==> src/rtl/keypad_scanner.sv <==
// Matrix keypad scanner: drives one active-low row at a time and debounces every key on its own.
// Confirmed press/release events are queued in a small show-ahead FIFO for the consumer.
module keypad_scanner #(
    parameter int  ROWS           = 4,
    parameter int  COLS           = 4,
    parameter int  SETTLE_CYCLES  = 512,
    parameter int  DEBOUNCE_SCANS = 3,
    parameter int  FIFO_DEPTH     = 4,
    localparam int KW             = $clog2(ROWS * COLS)
) (
    input  logic                 clk,
    input  logic                 rst,
    input  logic [COLS-1:0]      cols,
    output logic [ROWS-1:0]      rows,
    output logic                 event_valid,
    input  logic                 event_ready,
    output logic [KW-1:0]        event_code,
    output logic                 event_press,
    output logic [ROWS*COLS-1:0] key_state,
    output logic                 overflow,
    input  logic                 clr_overflow
);

    localparam int NK   = ROWS * COLS;
    localparam int RW   = $clog2(ROWS);
    localparam int CLW  = $clog2(COLS);
    localparam int CMAX = (SETTLE_CYCLES > COLS) ? SETTLE_CYCLES : COLS;
    localparam int CW   = $clog2(CMAX);
    localparam int DW   = (DEBOUNCE_SCANS > 1) ? $clog2(DEBOUNCE_SCANS) : 1;
    localparam int AW   = $clog2(FIFO_DEPTH);
    localparam int EW   = KW + 1;

    localparam logic [CW-1:0] SETTLE_LAST = CW'(SETTLE_CYCLES - 1);
    localparam logic [CW-1:0] COL_LAST    = CW'(COLS - 1);
    localparam logic [DW-1:0] DBC_LAST    = DW'(DEBOUNCE_SCANS - 1);
    localparam logic [RW-1:0] ROW_LAST    = RW'(ROWS - 1);

    typedef enum logic [1:0] {
        S_SETTLE,
        S_SAMPLE,
        S_UPDATE,
        S_NEXT
    } scan_state_e;

    scan_state_e         state_q, state_d;
    logic [COLS-1:0]     col_meta_q, col_sync_q;
    logic [CW-1:0]       cnt_q, cnt_d;
    logic [RW-1:0]       row_idx_q, row_idx_d, row_next;
    logic [ROWS-1:0]     rows_q, rows_d;
    logic [COLS-1:0]     row_sample_q, row_sample_d;
    logic [NK-1:0]       key_state_q, key_state_d;
    logic [DW-1:0]       dbc_q [NK];
    logic [DW-1:0]       dbc_d [NK];
    logic [EW-1:0]       mem_q [FIFO_DEPTH];
    logic [EW-1:0]       mem_d [FIFO_DEPTH];
    logic [AW:0]         wr_ptr_q, wr_ptr_d, rd_ptr_q, rd_ptr_d;
    logic                overflow_q, overflow_d;

    logic [CLW-1:0]      col_idx;
    logic [KW-1:0]       key_idx;
    logic                raw;
    logic                push;
    logic                fifo_empty, fifo_full, pop, do_push, drop;

    assign col_idx  = cnt_q[CLW-1:0];
    assign key_idx  = KW'(row_idx_q) * KW'(COLS) + KW'(col_idx);
    assign raw      = row_sample_q[col_idx];
    assign row_next = (row_idx_q == ROW_LAST) ? '0 : row_idx_q + 1'b1;

    // Scan state register
    always_ff @(posedge clk) begin
        if (rst) begin
            state_q <= S_SETTLE;
        end else begin
            state_q <= state_d;
        end
    end

    // Scan next-state logic
    always_comb begin
        state_d = state_q;
        case (state_q)
            S_SETTLE: if (cnt_q == SETTLE_LAST) state_d = S_SAMPLE;
            S_SAMPLE: state_d = S_UPDATE;
            S_UPDATE: if (cnt_q == COL_LAST) state_d = S_NEXT;
            S_NEXT:   state_d = S_SETTLE;
            default:  state_d = S_SETTLE;
        endcase
    end

    // Scan outputs: counter, row drive, sampling and per-key debounce
    always_comb begin
        cnt_d        = cnt_q;
        row_idx_d    = row_idx_q;
        rows_d       = rows_q;
        row_sample_d = row_sample_q;
        key_state_d  = key_state_q;
        dbc_d        = dbc_q;
        push         = 1'b0;
        case (state_q)
            S_SETTLE: cnt_d = (cnt_q == SETTLE_LAST) ? '0 : cnt_q + 1'b1;
            S_SAMPLE: begin
                row_sample_d = ~col_sync_q;
                cnt_d        = '0;
            end
            S_UPDATE: begin
                cnt_d = (cnt_q == COL_LAST) ? '0 : cnt_q + 1'b1;
                if (raw == key_state_q[key_idx]) begin
                    dbc_d[key_idx] = '0;
                end else if (dbc_q[key_idx] == DBC_LAST) begin
                    key_state_d[key_idx] = raw;
                    dbc_d[key_idx]       = '0;
                    push                 = 1'b1;
                end else begin
                    dbc_d[key_idx] = dbc_q[key_idx] + 1'b1;
                end
            end
            S_NEXT: begin
                row_idx_d = row_next;
                rows_d    = ~(ROWS'(1) << row_next);
                cnt_d     = '0;
            end
            default: cnt_d = '0;
        endcase
    end

    // A full FIFO still accepts a push when the head leaves in the same cycle.
    assign fifo_empty = (wr_ptr_q == rd_ptr_q);
    assign fifo_full  = (wr_ptr_q[AW-1:0] == rd_ptr_q[AW-1:0]) && (wr_ptr_q[AW] != rd_ptr_q[AW]);
    assign pop        = !fifo_empty && event_ready;
    assign do_push    = push && (!fifo_full || pop);
    assign drop       = push && fifo_full && !pop;

    always_comb begin
        mem_d    = mem_q;
        wr_ptr_d = wr_ptr_q;
        rd_ptr_d = rd_ptr_q;
        if (do_push) begin
            mem_d[wr_ptr_q[AW-1:0]] = {key_idx, raw};
            wr_ptr_d                = wr_ptr_q + 1'b1;
        end
        if (pop) begin
            rd_ptr_d = rd_ptr_q + 1'b1;
        end
        overflow_d = drop ? 1'b1 : (clr_overflow ? 1'b0 : overflow_q);
    end

    always_ff @(posedge clk) begin
        if (rst) begin
            col_meta_q   <= '1;
            col_sync_q   <= '1;
            cnt_q        <= '0;
            row_idx_q    <= '0;
            rows_q       <= ~ROWS'(1);
            row_sample_q <= '0;
            key_state_q  <= '0;
            for (int i = 0; i < NK; i++) dbc_q[i] <= '0;
            for (int i = 0; i < FIFO_DEPTH; i++) mem_q[i] <= '0;
            wr_ptr_q     <= '0;
            rd_ptr_q     <= '0;
            overflow_q   <= 1'b0;
        end else begin
            col_meta_q   <= cols;
            col_sync_q   <= col_meta_q;
            cnt_q        <= cnt_d;
            row_idx_q    <= row_idx_d;
            rows_q       <= rows_d;
            row_sample_q <= row_sample_d;
            key_state_q  <= key_state_d;
            dbc_q        <= dbc_d;
            mem_q        <= mem_d;
            wr_ptr_q     <= wr_ptr_d;
            rd_ptr_q     <= rd_ptr_d;
            overflow_q   <= overflow_d;
        end
    end

    assign rows                      = rows_q;
    assign key_state                 = key_state_q;
    assign overflow                  = overflow_q;
    assign event_valid               = !fifo_empty;
    assign {event_code, event_press} = mem_q[rd_ptr_q[AW-1:0]];

endmodule

==> config.mk <==
export PLATFORM = sky130hd
export DESIGN_NAME = keypad_scanner
export DESIGN_NICKNAME = d
export VERILOG_FILES = /design/src/rtl/keypad_scanner.sv
export SDC_FILE = /design/constraint.sdc
export NUM_CORES = 1
export LEC_CHECK = 0
export BUFFER_PORTS_ARGS = -buffer_cell sky130_fd_sc_hd__buf_2
export CAP_MARGIN = 20
export CORE_AREA = 3 3 120 122
export DETAILED_ROUTE_END_ITERATION = 10
export DIE_AREA = 0 0 123 125
export PLACE_DENSITY = 0.54
export SYNTH_ARGS = -nofsm -noshare
export SYNTH_HDL_FRONTEND = slang
export SYNTH_SLANG_ARGS = --single-unit
==> constraint.sdc <==
create_clock -name clk -period 5.3 [get_ports clk]
set_input_delay 0.265 -clock clk [delete_from_list [all_inputs] [get_ports clk]]
set_output_delay 0.265 -clock clk [all_outputs]
set_load 0.01 [all_outputs]
==> qor.csv, run 1 <==
stage;metric;value;unit
global_route;largest net degree at the start of global routing;76;
finish;proportion of layout cells with a drive suffix above 1;21.6;%
synthesis;synth top area cells;dfxtp_1 (39%), nand3b_1 (5.2%), mux4_2 (5.1%);
routing;via count;3859;
clock_network;Clock Sinks;104;
synthesis;Post-synth EDFFs;0;
synthesis;Gate Count Post-Synth;522;
min_path;Hold EP;col_meta_q[0];
routing;routed wire length;12400;um
critical_path;arrival time at the worst endpoint;4.45;ns
min_path;Hold Crit Start;cols[0];
routing;Final ANT Viol Nets;0;
routing;detail-routed via count per cell;5.44;
sta;fmax;237;MHz
critical_path;FF-to-FF path depth;10;
floorplan;Initial Util;40.2;%
clock_network;Max H-tree Level;3;
routing;number of remaining DRC errors;0;
critical_path;worst r2r src;cnt_q[0];
critical_path;CP required;5.54;ns
sta;minimum clock period;4.21;ns
sta;Final Skew;0.00776;ns
min_path;hold path depth;2;
floorplan;core area;13300;um2
placed_design;Post-Place Cells;691;
synthesis;yosys warns;0;
placed_design;I/O Buffers;34;
synthesis;register area share after synthesis;38.9;%
floorplan;DIE AREA;15400;um2
routing;DR iter-0 viols;266;
critical_path;Crit. End Element;flip-flop;
sta;max-slew violation count;0;
finish;multi-input logic area;3000;um2
synthesis;Post-Syn Area;5350;um2
status;status;finished clean;
global_route;GRT Overall Usage;17.2;%
synthesis;flops & latches, synth;104;
synthesis;commonest cells in the netlist;dfxtp_1 (104), nand2b_1 (41), nand3b_1 (37);
synthesis;Distinct cells, synth;48;
routing;Initial DRT Pass Iterations;4;
critical_path;Worst Setup SP;cnt_q[0];
finish;final core area utilization;44.3;%
floorplan;Ports;35;
clock_network;total CTS buffers;9;
critical_path;Reg2Reg Capture Point;wr_ptr_q[2];
clock_network;Setup Buffers After CTS;0;
sta;relative slew slack;27.9;%
sta;RSZ-0062 raised after global routing;no;
synthesis;Synth top area share;38.9;%
finish;fin nets;557;
synthesis;Syn Nets;551;
power;Leak;0.00220;uW
placed_design;RD Place Congestion;0.776;
clock_network;Worst-Skew Late Latency;0.35;ns
placed_design;placed inst area;5560;um2
global_route;vias in the first global route;3932;
min_path;Hold Crit Class;in2reg;
floorplan;Die Wd;123;um
clock_network;cts hold-fix bufs;0;
synthesis;area leader, netlist;dfxtp_1;
finish;fillers;1250;
routing;drt wl/cell;17.5;um
clock_network;CTS tree;built;
clock_network;Reg clk slew, reported paths;0.07;ns
critical_path;CP Class;reg2reg;
sta;fin crit share;79.5;%
global_route;initial antenna violation count;0;
sta;setup violators final;0;
sta;Setup TNS;0;ns
run;max-cap violations;0;
finish;filler-free cell count of the finished design;709;
sta;worst-margin pin slew;1.06;ns
power;Power Density;298;nW/um2
floorplan;Row Count;42;
finish;ANT cells;0;
sta;Hold Vio Cnt, Final;0;
finish;FF/Latch Area;2080;um2
synthesis;fraction of registers with async set/reset;0;%
critical_path;CP Max Fanout;17;
floorplan;Die Ht;125;um
synthesis;most frequent cell after synthesis;dfxtp_1;
clock_network;CTS max path bufs;2;
critical_path;startpoint types;flip-flop;
finish;design area;5880;um2
synthesis;Avg Cell Area, Syn;10.2;um2
finish;Layout area overhead;10.1;%
placed_design;hpwl dp;8300;um
clock_network;CTS resizes;0;
clock_network;CTS root buffer;clkbuf_16;
global_route;global-route wire length before repair;21000;um
critical_path;R2R Setup Slk;1.09;ns
power;Peak VDD IR;284;uV
global_route;aggregate global routing overflow;0;
synthesis;ys flop type;dfxtp_1;
-- report_power, final --
group | internal (uW) | switching [uW] | total [uW]
Clock | 377 | 321 | 698
Sequential | 799 | 33.3 | 833
Combinational | 88.0 | 138 | 226
-- how the worst max path moves through the flow --
stage / depth (start not counted) / end
4_1_cts: 9 / wr_ptr_q[2]
3_5_place_dp: 9 / wr_ptr_q[2]
5_1_grt: 10 / wr_ptr_q[2]
2_1_floorplan: 13 / mem_q[16]
3_3_place_gp: 9 / wr_ptr_q[2]
6_report: 10 / wr_ptr_q[2]
-- sequential cells by signal (all words and copies together) (netlist names) --
name	cells
row_sample_q	4
mem_q	20
overflow	1
rd_ptr_q	3
col_meta_q	4
cnt_q	9
wr_ptr_q	3
col_sync_q	4
rows	4
row_idx_q	2
key_state	16
state_q	2
dbc_q	32
-- metrics by stage --
| step | setup slack, ns | power, uW | hold WS (ns) |
|---|---|---|---|
| 2_1_floorplan | 1.72 | 1020 | 0.369 |
| 6_report | 1.09 | 1760 | 0.0868 |
| 4_1_cts | 0.763 | 1780 | 0.0706 |
| 5_1_grt | 0.826 | 1840 | 0.0751 |
| 3_3_place_gp | 0.969 | 1070 | 0.393 |
| 3_5_place_dp | 0.774 | 1080 | 0.393 |
-- metal layers --
layer	vias up	track usage, %	part of all wire [%]
met5	-	0	0
met4	0	4.17	1.1
met3	13	5.15	3.5
met2	62	27.3	48
met1	1888	23.1	48
li1	1896	-	-
-- layout make-up --
type	instances	share of cell area (%)
repair buffers	41	3.78
inverters	12	0.765
well taps	176	3.74
clock buffers	9	3.83
multi-input cells	360	51.1
clock inverters	7	1.45
flip-flops and latches	104	35.4
-- cells in the final DEF, fill, tap and decap left out, types with 18 or more instances in the layout --
| master | synthesis | layout |
|---|---|---|
| buf_2 | 6 | 34 |
| dfxtp_1 | 104 | 104 |
| ha_1 | 21 | 21 |
| mux2_2 | 18 | 18 |
| mux2i_1 | 20 | 20 |
| nand2_1 | 28 | 28 |
| nand2b_1 | 41 | 41 |
| nand3_1 | 25 | 25 |
| nand3b_1 | 37 | 37 |
| nor2_1 | 29 | 29 |
-- cells by family after synthesis --
logic type	Yosys count	share of synthesized area, %
buffers and inverters	58	5.01
xor gates and xnor gates	12	1.97
and+or+nand+nor	191	20.1
adders and majority gates	21	4.91
DFF	104	38.9
muxes	62	17.6
AOI/OAI and AO/OA	74	11.5
-- critical path, cell delays in order, from the launching register on --
cell	delay (ns)
dfxtp_1	0.82
mux4_1	0.67
mux4_2	0.71
inv_1	0.13
ha_1	0.19
nand2_1	0.15
a41oi_1	0.43
buf_4	0.25
nand3_1	0.08
mux2_4	0.35
mux2_4	0.31
Note: power is estimated with default switching activity, not from simulation.
==> run 2, diff against run 1 <==
==> config.mk (replaced) <==
export PLATFORM = sky130hd
export DESIGN_NAME = keypad_scanner
export DESIGN_NICKNAME = d
export VERILOG_FILES = /design/src/rtl/keypad_scanner.sv
export SDC_FILE = /design/constraint.sdc
export NUM_CORES = 1
export LEC_CHECK = 0
export ABC_AREA = 1
export BUFFER_PORTS_ARGS = -buffer_cell sky130_fd_sc_hd__buf_2
export CAP_MARGIN = 20
export CORE_AREA = 3 3 129 131
export DETAILED_ROUTE_END_ITERATION = 10
export DIE_AREA = 0 0 132 134
export PLACE_DENSITY = 0.56
export SYNTH_ARGS = -nofsm -noshare
export SYNTH_HDL_FRONTEND = slang
export SYNTH_SLANG_ARGS = --single-unit
==> constraint.sdc (replaced) <==
create_clock -name clk -period 3.6 [get_ports clk]
set_input_delay 0.18 -clock clk [delete_from_list [all_inputs] [get_ports clk]]
set_output_delay 0.18 -clock clk [all_outputs]
set_load 0.01 [all_outputs]
==> run 2 against run 1 <==
  * Clock power up 48%
  * Maximum frequency increased by 50%
  * Clock-buffer cell count unchanged
  * Largest power group is now combinational logic
  * Highest routed layer unchanged
  * First-iteration DRC count is 14% higher
  * Critical path type unchanged
  * Die area up 15%
  * Worst setup slack lost 0.30 ns
  * Core utilization down 0.87 points
  * Sequential power rose by 78%
==> qor.csv, run 2 <==
stage;metric;value;unit
sta;Setup TNS;0;ns
routing;Final ANT Viol Nets;0;
clock_network;CTS max path bufs;2;
routing;routed wire length;15400;um
global_route;aggregate global routing overflow;0;
critical_path;Worst Setup SP;cnt_q[0];
sta;Final Skew;0.00900;ns
critical_path;CP required;3.82;ns
synthesis;Post-Syn Area;6210;um2
global_route;global-route wire length before repair;25600;um
synthesis;Synth top area share;33.5;%
synthesis;flops & latches, synth;104;
floorplan;DIE AREA;17700;um2
floorplan;Initial Util;39.5;%
sta;worst-margin pin slew;0.716;ns
synthesis;Avg Cell Area, Syn;6.48;um2
synthesis;ys flop type;dfxtp_1;
critical_path;arrival time at the worst endpoint;3.04;ns
synthesis;Gate Count Post-Synth;959;
floorplan;Die Ht;134;um
synthesis;Syn Nets;988;
clock_network;Clock Sinks;104;
routing;via count;5631;
critical_path;cell mode on critical path;nand2_1;
finish;ANT cells;0;
finish;fin nets;1003;
synthesis;Distinct cells, synth;36;
finish;commonest non-fill, non-tap cells in the layout;nand2_1 (292), nor2_1 (130), dfxtp_1 (104);
placed_design;hpwl dp;10600;um
critical_path;crit-path leading delay family;simple AND/OR/NAND/NOR gates;
floorplan;Die Wd;132;um
synthesis;register area share after synthesis;33.5;%
finish;most common cell after layout, fill and taps aside;nand2_1;
global_route;largest net degree at the start of global routing;60;
synthesis;yosys warns;0;
finish;Layout area overhead;9.75;%
critical_path;FF-to-FF path depth;13;
synthesis;area leader, netlist;dfxtp_1;
finish;filler-free cell count of the finished design;1195;
placed_design;RD Place Congestion;0.838;
critical_path;CP Depth;13;
critical_path;CP Max Fanout;37;
finish;proportion of layout cells with a drive suffix above 1;12.2;%
power;Peak VDD IR;501;uV
routing;Initial DRT Pass Iterations;5;
floorplan;Ports;35;
finish;Largest register FFs;32;
floorplan;core area;15700;um2
global_route;vias in the first global route;4955;
sta;fin crit share;78.3;%
critical_path;R2R Setup Slk;0.78;ns
placed_design;Post-Place Cells;1175;
sta;minimum clock period;2.82;ns
status;status;finished clean;
sta;max-slew violation count;0;
power;Leak;0.00324;uW
critical_path;Worst Setup EP;wr_ptr_q[2];
clock_network;Max H-tree Level;3;
critical_path;CP Buf/Inv Count;2;
min_path;Hold Crit Class;in2reg;
synthesis;fraction of registers with async set/reset;0;%
critical_path;worst r2r src;cnt_q[0];
synthesis;commonest cells in the netlist;nand2_1 (292), nor2_1 (130), dfxtp_1 (104);
finish;Largest Register;dbc_q;
clock_network;Setup Buffers After CTS;0;
critical_path;CP max stage cell;nor2_8;
critical_path;Reg2Reg Capture Point;wr_ptr_q[2];
critical_path;Crit. End Element;flip-flop;
sta;setup violators final;0;
critical_path;crit path cell chain;buf_4 > a21oi_1 > o21ai_0 > nand3_1 > nand3_2 > nand2_1 > inv_2 > ha_1 > nand2_1 > nor2_8 > nand2_1 > nand2_1 > a21oi_1;
sta;RSZ-0062 raised after global routing;no;
sta;relative slew slack;52.3;%
placed_design;I/O Buffers;34;
global_route;initial antenna violation count;0;
clock_network;Reg clk slew, reported paths;0.08;ns
global_route;GRT Overall Usage;17.7;%
sta;fmax;355;MHz
critical_path;startpoint types;flip-flop;
critical_path;Slowest Stage Delay on Critical Path;0.47;ns
critical_path;CP Class;reg2reg;
clock_network;Worst-Skew Late Latency;0.36;ns
routing;drt wl/cell;12.9;um
clock_network;total CTS buffers;9;
sta;Hold Vio Cnt, Final;0;
synthesis;synth top area cells;dfxtp_1 (34%), nand2_1 (18%), nor2_1 (7.9%);
clock_network;CTS root buffer;clkbuf_16;
routing;number of remaining DRC errors;0;
synthesis;most frequent cell after synthesis;nand2_1;
run;max-cap violations;0;
synthesis;Post-synth EDFFs;0;
routing;DR iter-0 viols;302;
routing;detail-routed via count per cell;4.71;
floorplan;Row Count;46;
clock_network;CTS tree;built;
power;Power Density;768;nW/um2
## run 2: cell types whose count changed after synthesis, sizes merged, moves of 20 or more
cell / delta
nand2: +269
nor2: +102
inv: +93
o21ai: +66
nand3: +62
a21oi: +50
nand2b: -41
nand3b: -35
mux2i: -22
mux2: -20
mux4: -20
## run 2: cells by family (layout without fill, tap and decap cells)
| family | Yosys count | in the layout | share of synthesized area [%] |
|---|---|---|---|
| AO/OA/AOI/OAI | 139 | 139 | 12.2 |
| XOR/XNOR | 7 | 7 | 0.987 |
| adder cells (fa/ha/maj) | 21 | 21 | 4.23 |
| buffers and inverters | 150 | 170 | 10.6 |
| flip-flops | 104 | 104 | 33.5 |
| AND/OR/NAND/NOR | 538 | 538 | 38.5 |
## run 2: metrics by stage
step | total power, uW | cell area [um2] | hold WS, ns | setup slack [ns] | utilization, %
5_1_grt | 5690 | 6820 | 0.0811 | 0.437 | 43.4
4_1_cts | 5270 | 6810 | 0.000371 | 0.777 | 43.3
3_5_place_dp | 4230 | 6470 | 0.366 | 0.774 | 41.2
3_3_place_gp | 4230 | 6470 | 0.364 | 0.785 | 41.2
2_1_floorplan | 3720 | 6210 | 0.284 | 1.06 | -
6_report | 5240 | 6820 | 0.0697 | 0.783 | 43.4
## run 2: worst min path at each step
stage | from | end | slack (ns) | cells after the start
detailed placement | cols[1] | col_meta_q[1] | 0.37 | 2
CTS | cols[3] | col_meta_q[3] | 0.0004 | 2
global placement | cols[0] | col_meta_q[0] | 0.36 | 2
finish | clr_overflow | overflow | 0.07 | 4
floorplan | cols[0] | col_meta_q[0] | 0.28 | 1
global route | clr_overflow | overflow | 0.08 | 4
## run 2: where the power goes
| part | switching [uW] | internal (uW) |
|---|---|---|
| Sequential | 127 | 1350 |
| Combinational | 1970 | 754 |
| Clock | 479 | 549 |
| Total | 2580 | 2660 |
## run 2: area by class of cell
type | count | area [um2]
Multi-Input combinational cell | 705 | 3470
Tap cell | 216 | 270
Timing Repair Buffer | 48 | 285
Fill cell | 1675 | 8890
Clock inverter | 7 | 80.1
Sequential cell | 104 | 2080
Inverter | 106 | 400
Clock buffer | 9 | 225
## run 2: timing repair
action,CTS,global route
gates resized for setup,0,0
hold endpoints to repair,3,1
hold buffers,3,1
setup endpoints to repair,0,0
## run 2: worst min-delay path, cell delays in order
cell and delay, ns:
buf_2 0.07, inv_1 0.03, nand2_1 0.05, a21oi_1 0.05
## run 2: per-layer routing
layer  part of all wire, %  track usage (%)
met5                     0                0
met4                   1.1             4.03
met3                   3.6             3.75
met2                    43             27.4
met1                    52             25.3
